[src/rtl/fnd_scan_ctrl.sv]
// Scan sequencer for a 4-digit common-anode FND: per-digit dwell, blanking gap,
// frame-coherent input snapshot, leading-zero suppression and decimal points.
module fnd_scan_ctrl #(
  parameter int SCAN_DIV     = 1000,
  parameter int BLANK_CYCLES = 20
) (
  input  logic        clk,
  input  logic        reset,
  input  logic        i_en,
  input  logic [15:0] i_digits,
  input  logic [3:0]  i_dp,
  input  logic        i_lz_supp,
  output logic [3:0]  o_fnd_com,
  output logic [7:0]  o_fnd_font,
  output logic [1:0]  o_digit_sel,
  output logic        o_frame_tick
);

  localparam int MAX_CNT = (SCAN_DIV > BLANK_CYCLES) ? SCAN_DIV : BLANK_CYCLES;
  localparam int CW      = $clog2(MAX_CNT + 1);
  localparam bit HAS_GAP = (BLANK_CYCLES > 0);

  localparam logic [CW-1:0] DRIVE_LAST = CW'(SCAN_DIV - 1);
  localparam logic [CW-1:0] GAP_LAST   = CW'(HAS_GAP ? BLANK_CYCLES - 1 : 0);
  localparam logic [CW-1:0] CNT_ONE    = CW'(1);

  typedef enum logic [1:0] {
    ST_IDLE,
    ST_DRIVE,
    ST_GAP
  } state_t;

  state_t        state, state_n;
  logic [CW-1:0] cnt, cnt_n;
  logic [1:0]    sel_n;
  logic          frame_start;

  logic [15:0]   snap_digits, snap_digits_n;
  logic [3:0]    snap_dp, snap_dp_n;
  logic          snap_lz, snap_lz_n;

  logic [3:0]    com_n;
  logic [7:0]    font_n;
  logic [3:0]    code_n;

  // Active-low segment pattern {g,f,e,d,c,b,a} for a hex digit.
  function automatic logic [6:0] glyph(input logic [3:0] code);
    logic [7:0] g;
    case (code)
      4'h0:    g = 8'hC0;
      4'h1:    g = 8'hF9;
      4'h2:    g = 8'hA4;
      4'h3:    g = 8'hB0;
      4'h4:    g = 8'h99;
      4'h5:    g = 8'h92;
      4'h6:    g = 8'h82;
      4'h7:    g = 8'hF8;
      4'h8:    g = 8'h80;
      4'h9:    g = 8'h90;
      4'hA:    g = 8'h88;
      4'hB:    g = 8'h83;
      4'hC:    g = 8'hC6;
      4'hD:    g = 8'hA1;
      4'hE:    g = 8'h86;
      default: g = 8'h8E;
    endcase
    return g[6:0];
  endfunction

  // A digit is a leading zero when it and every digit to its left are zero.
  function automatic logic lz_blank(input logic [15:0] d, input logic [1:0] s);
    logic b;
    case (s)
      2'd3:    b = (d[15:12] == 4'h0);
      2'd2:    b = (d[15:8]  == 8'h00);
      2'd1:    b = (d[15:4]  == 12'h000);
      default: b = 1'b0;
    endcase
    return b;
  endfunction

  always_comb begin
    state_n     = state;
    cnt_n       = cnt;
    sel_n       = o_digit_sel;
    frame_start = 1'b0;

    case (state)
      ST_IDLE: begin
        if (i_en) begin
          state_n     = ST_DRIVE;
          sel_n       = 2'd0;
          cnt_n       = '0;
          frame_start = 1'b1;
        end
      end
      ST_DRIVE: begin
        if (cnt == DRIVE_LAST) begin
          cnt_n = '0;
          if (HAS_GAP) begin
            state_n = ST_GAP;
          end else begin
            state_n     = ST_DRIVE;
            sel_n       = o_digit_sel + 2'd1;
            frame_start = (o_digit_sel == 2'd3);
          end
        end else begin
          cnt_n = cnt + CNT_ONE;
        end
      end
      ST_GAP: begin
        if (cnt == GAP_LAST) begin
          state_n     = ST_DRIVE;
          cnt_n       = '0;
          sel_n       = o_digit_sel + 2'd1;
          frame_start = (o_digit_sel == 2'd3);
        end else begin
          cnt_n = cnt + CNT_ONE;
        end
      end
      default: begin
        state_n = ST_IDLE;
        cnt_n   = '0;
        sel_n   = 2'd0;
      end
    endcase

    // Disable overrides everything so a re-enable always begins a fresh frame.
    if (!i_en) begin
      state_n     = ST_IDLE;
      cnt_n       = '0;
      sel_n       = 2'd0;
      frame_start = 1'b0;
    end
  end

  always_comb begin
    snap_digits_n = snap_digits;
    snap_dp_n     = snap_dp;
    snap_lz_n     = snap_lz;
    if (frame_start) begin
      snap_digits_n = i_digits;
      snap_dp_n     = i_dp;
      snap_lz_n     = i_lz_supp;
    end
  end

  // Outputs are built from next-cycle values so they line up with the state register.
  always_comb begin
    com_n  = 4'hF;
    font_n = 8'hFF;
    code_n = snap_digits_n[{sel_n, 2'b00} +: 4];
    if (state_n == ST_DRIVE) begin
      com_n     = ~(4'b0001 << sel_n);
      font_n[7] = ~snap_dp_n[sel_n];
      if (snap_lz_n && lz_blank(snap_digits_n, sel_n)) begin
        font_n[6:0] = 7'h7F;
      end else begin
        font_n[6:0] = glyph(code_n);
      end
    end
  end

  always_ff @(posedge clk) begin
    if (!reset) begin
      state        <= ST_IDLE;
      cnt          <= '0;
      snap_digits  <= 16'h0000;
      snap_dp      <= 4'h0;
      snap_lz      <= 1'b0;
      o_fnd_com    <= 4'hF;
      o_fnd_font   <= 8'hFF;
      o_digit_sel  <= 2'd0;
      o_frame_tick <= 1'b0;
    end else begin
      state        <= state_n;
      cnt          <= cnt_n;
      snap_digits  <= snap_digits_n;
      snap_dp      <= snap_dp_n;
      snap_lz      <= snap_lz_n;
      o_fnd_com    <= com_n;
      o_fnd_font   <= font_n;
      o_digit_sel  <= sel_n;
      o_frame_tick <= frame_start;
    end
  end

endmodule
[config.mk]
export PLATFORM = sky130hd
export DESIGN_NAME = fnd_scan_ctrl
export DESIGN_NICKNAME = d
export VERILOG_FILES = /design/src/rtl/fnd_scan_ctrl.sv
export SDC_FILE = /design/constraint.sdc
export NUM_CORES = 1
export LEC_CHECK = 0
export BUFFER_PORTS_ARGS = -buffer_cell sky130_fd_sc_hd__buf_4
export CAP_MARGIN = 0
export CELL_PAD_IN_SITES_DETAIL_PLACEMENT = 2
export CELL_PAD_IN_SITES_GLOBAL_PLACEMENT = 2
export CORE_MARGIN = 2
export CORE_UTILIZATION = 31
export CTS_CLUSTER_SIZE = 25
export DETAILED_ROUTE_END_ITERATION = 16
export PLACE_DENSITY_LB_ADDON = 0.1
export SYNTH_ARGS = -nofsm -noshare
export SYNTH_HDL_FRONTEND = slang
export SYNTH_SLANG_ARGS = --single-unit
export TNS_END_PERCENT = 5
[constraint.sdc]
create_clock -name clk -period 3.4 [get_ports clk]
set_clock_uncertainty 0.15 [all_clocks]
set_input_delay 0.68 -clock clk [delete_from_list [all_inputs] [get_ports clk]]
set_output_delay 0.68 -clock clk [all_outputs]
set_load 0.1 [all_outputs]
==> impl_metrics.ini <==
[outcome]
status = finished clean

[floorplanning]
fp.dieW_um = 96.2
start_util_pct = 32.0
dieArea_sq_um = 9240
die_h_um = 96.2
core_sq_um = 8220
row_count = 33
num_io_pins = 39

[global_routing]
gr-total-overflow = 0
antenna_found_initial = 0
track_usage_pct = 20.7
grt_pass1_vias = 2751
grt_max_degree = 21
grt_pass1_wl_um = 14600

[logic_synthesis]
ys_seq_area_share_pct = 36.5
ys_types = 58
synth_warnings = 0
synth_top_cell_area_share_pct = 36.5
synth_ff_type = dfxtp_1
synth_area_leaders = dfxtp_1 37%, ha_1 5.2%, mux2i_1 4.9%
synth_area_leader_cell = dfxtp_1
synth_area_per_cell_sq_um = 8.86
synthCells = 297
ys_ff_latch = 48
synth_async_sr_flop_share_pct = 0
syn_area_sq_um = 2630
syn_nets = 332
synth_edf_count = 0

[timing]
tightest_slew_ps = 543
max-slew-margin-rel_pct = 63.6
finalHoldViolCount = 0
min_period_ps = 3230
rsz0062_at_grt = no
fin_crit_sh_pct = 95.0
setup-violations-final = 0
final.setup.tns_ps = 0
clock.fmax_mhz = 309
maxSlewViolCount = 0

[final_layout]
nNetsFinal = 399
fin_util_pct = 41.2
layout_common_cells = 72 x buf_4, 46 x dfxtp_1, 33 x nor2_1
fillers = 959
layout-drive-gt1-share_pct = 26.6
final_common_cell = buf_4
area_growth_pct = 28.7
num_antenna_cells = 0

[drt]
drt-total-wl_um = 8970
post_drt_wl_per_cell_um = 19.1
post-route-drc-count = 0
drt_first_pass_iters = 4
drtIter0Drc = 118
vias = 2548
via_per_inst = 5.42
antenna_left = 0

[job]
max_cap_viol_count = 0

[setup_path]
cp_top_family = compound AO/OA/AOI/OAI gates
critPathRequiredTime_ps = 3460
critPathArrivalTime_ps = 3290
end_kind = register
critical_path.max_stage_delay_ps = 530
crit_chain = ha_2 > or4b_4 > o311ai_4 > o211ai_2 > mux2i_1 > a221o_2 > buf_4 > buf_4 > and3_1 > o311ai_2
worstSetupStartpointType = register
crit_top_cell = buf_4
crit_buf_inv = 2
path_class = register to register
cp_slowest_cell = or4b_4
r2r_setup_slack_ps = 170
crit_path_max_fanout = 6

[power]
power.total_w = 0.00130
peakVddDrop_mv = 0.162
leakage_nw = 1.39
power_density_nw_per_um2 = 382

[cts]
cts_sinks = 48
path_clk_slew_ps = 100
cts_buffer_depth = 2
cts_tree = built
root_buffer = clkbuf_8
clk_latency_ps = 310
hold_buffers = 0
htree_levels = 2
cts_buffers = 5

[placed_design]
port_buffers = 38
dpl.hpwl_um = 6890
place_congestion = 0.847

[min_path]
hold_path.class = register to register
[sequential cells by signal (all words and copies together), names as in the netlist]
| register | count |
|---|---|
| snap_dp | 4 |
| snap_digits | 16 |
| o_fnd_com | 4 |
| snap_lz | 1 |
| cnt | 10 |
| o_frame_tick | 1 |
| state | 2 |
| o_digit_sel | 2 |
| o_fnd_font | 8 |
[logic make-up (layout without fill, tap and decap cells)]
family                   after synthesis  in the layout  share of synthesized area (%)
AO/OA/AOI/OAI                         68             68                           20.7
XOR/XNOR                               9              9                           2.99
adder cells (fa/ha/maj)               11             11                           5.23
buffers and inverters                 24             92                           4.13
flip-flops                            48             48                           36.5
multiplexers                          14             14                           5.37
AND/OR/NAND/NOR                      123            123                           25.1
[layer usage]
metal | wire length [um] | global-route usage, % | share of wire [%]
met5 | 0 | 0 | 0
met4 | 159 | 6.43 | 1.8
met3 | 247 | 3.13 | 2.8
met2 | 4440 | 35.7 | 49
met1 | 4130 | 26.5 | 46
[worst register-to-register path, delay by kind of cell (launching register included)]
kind / cells / cell delay (ps)
AO/OA/AOI/OAI: 4 / 1220
adder cells (fa/ha/maj): 1 / 240
buffers and inverters: 2 / 280
flip-flops: 1 / 390
multiplexers: 1 / 170
AND/OR/NAND/NOR: 2 / 680
[where the power goes]
part           internal, W  total, W  switching, W
Clock             0.000219  0.000417      0.000199
Sequential        0.000587  0.000597     0.0000103
Combinational     0.000108  0.000281      0.000174
Total             0.000913   0.00130      0.000383
[per-stage QoR]
step,hold slack (ps),area (sq um),setup WS (ps),instances
after floorplan,276,2640,180,297
after global placement,291,3220,116,457
after detailed placement,330,3220,11.2,457
after CTS,343,3340,28.5,467
after global routing,378,3390,6.19,470
final,333,3390,169,470
[worst paths after layout]
| check | to | from | cells after the start |
|---|---|---|---|
| setup / recovery | o_fnd_font[1] | cnt[0] | 10 |
| hold / removal | snap_lz | snap_lz | 2 |
| setup reg to reg | o_fnd_font[1] | cnt[0] | 10 |
| hold reg to reg | snap_lz | snap_lz | 2 |
[cell type report]
type / instances / area, sq um / area share (%)
multi-input combinational: 225 / 1580 / 46.8
inverter: 11 / 41.3 / 1.22
sequential: 48 / 963 / 28.4
tap: 105 / 131 / 3.88
clock buffer: 6 / 72.6 / 2.14
timing repair buffer: 73 / 561 / 16.5
clock inverter: 2 / 35.0 / 1.03
[Yosys cell counts, types with 2 or more instances]
cell / number
nor2b_1: 6
buf_6: 2
a31oi_1: 2
o21a_1: 3
nor2_1: 33
xnor2_1: 6
a21oi_1: 14
o21ai_0: 10
inv_1: 11
or4_1: 3
and2_1: 9
nand3_1: 16
nor4b_1: 2
ha_1: 11
nor3_1: 2
a211o_1: 3
or3_1: 2
o22a_1: 3
a32oi_1: 5
xor2_1: 3
nor4_1: 2
nand2_1: 20
nand4b_1: 2
o211ai_1: 4
dfxtp_1: 48
and3_1: 12
clkbuf_1: 8
nand4_1: 6
mux2i_1: 13
a22oi_1: 2
buf_2: 2
a311oi_1: 4
o311ai_2: 3
[what timing repair did]
action                                 4_1_cts  5_1_grt
pin swaps                                    1        5
gates resized for setup                      0        6
setup endpoints to repair                    1        7
buffers inserted                             2        3
endpoints found under the hold margin        0        0
No activity file was read; power rests on OpenSTA's default activity.
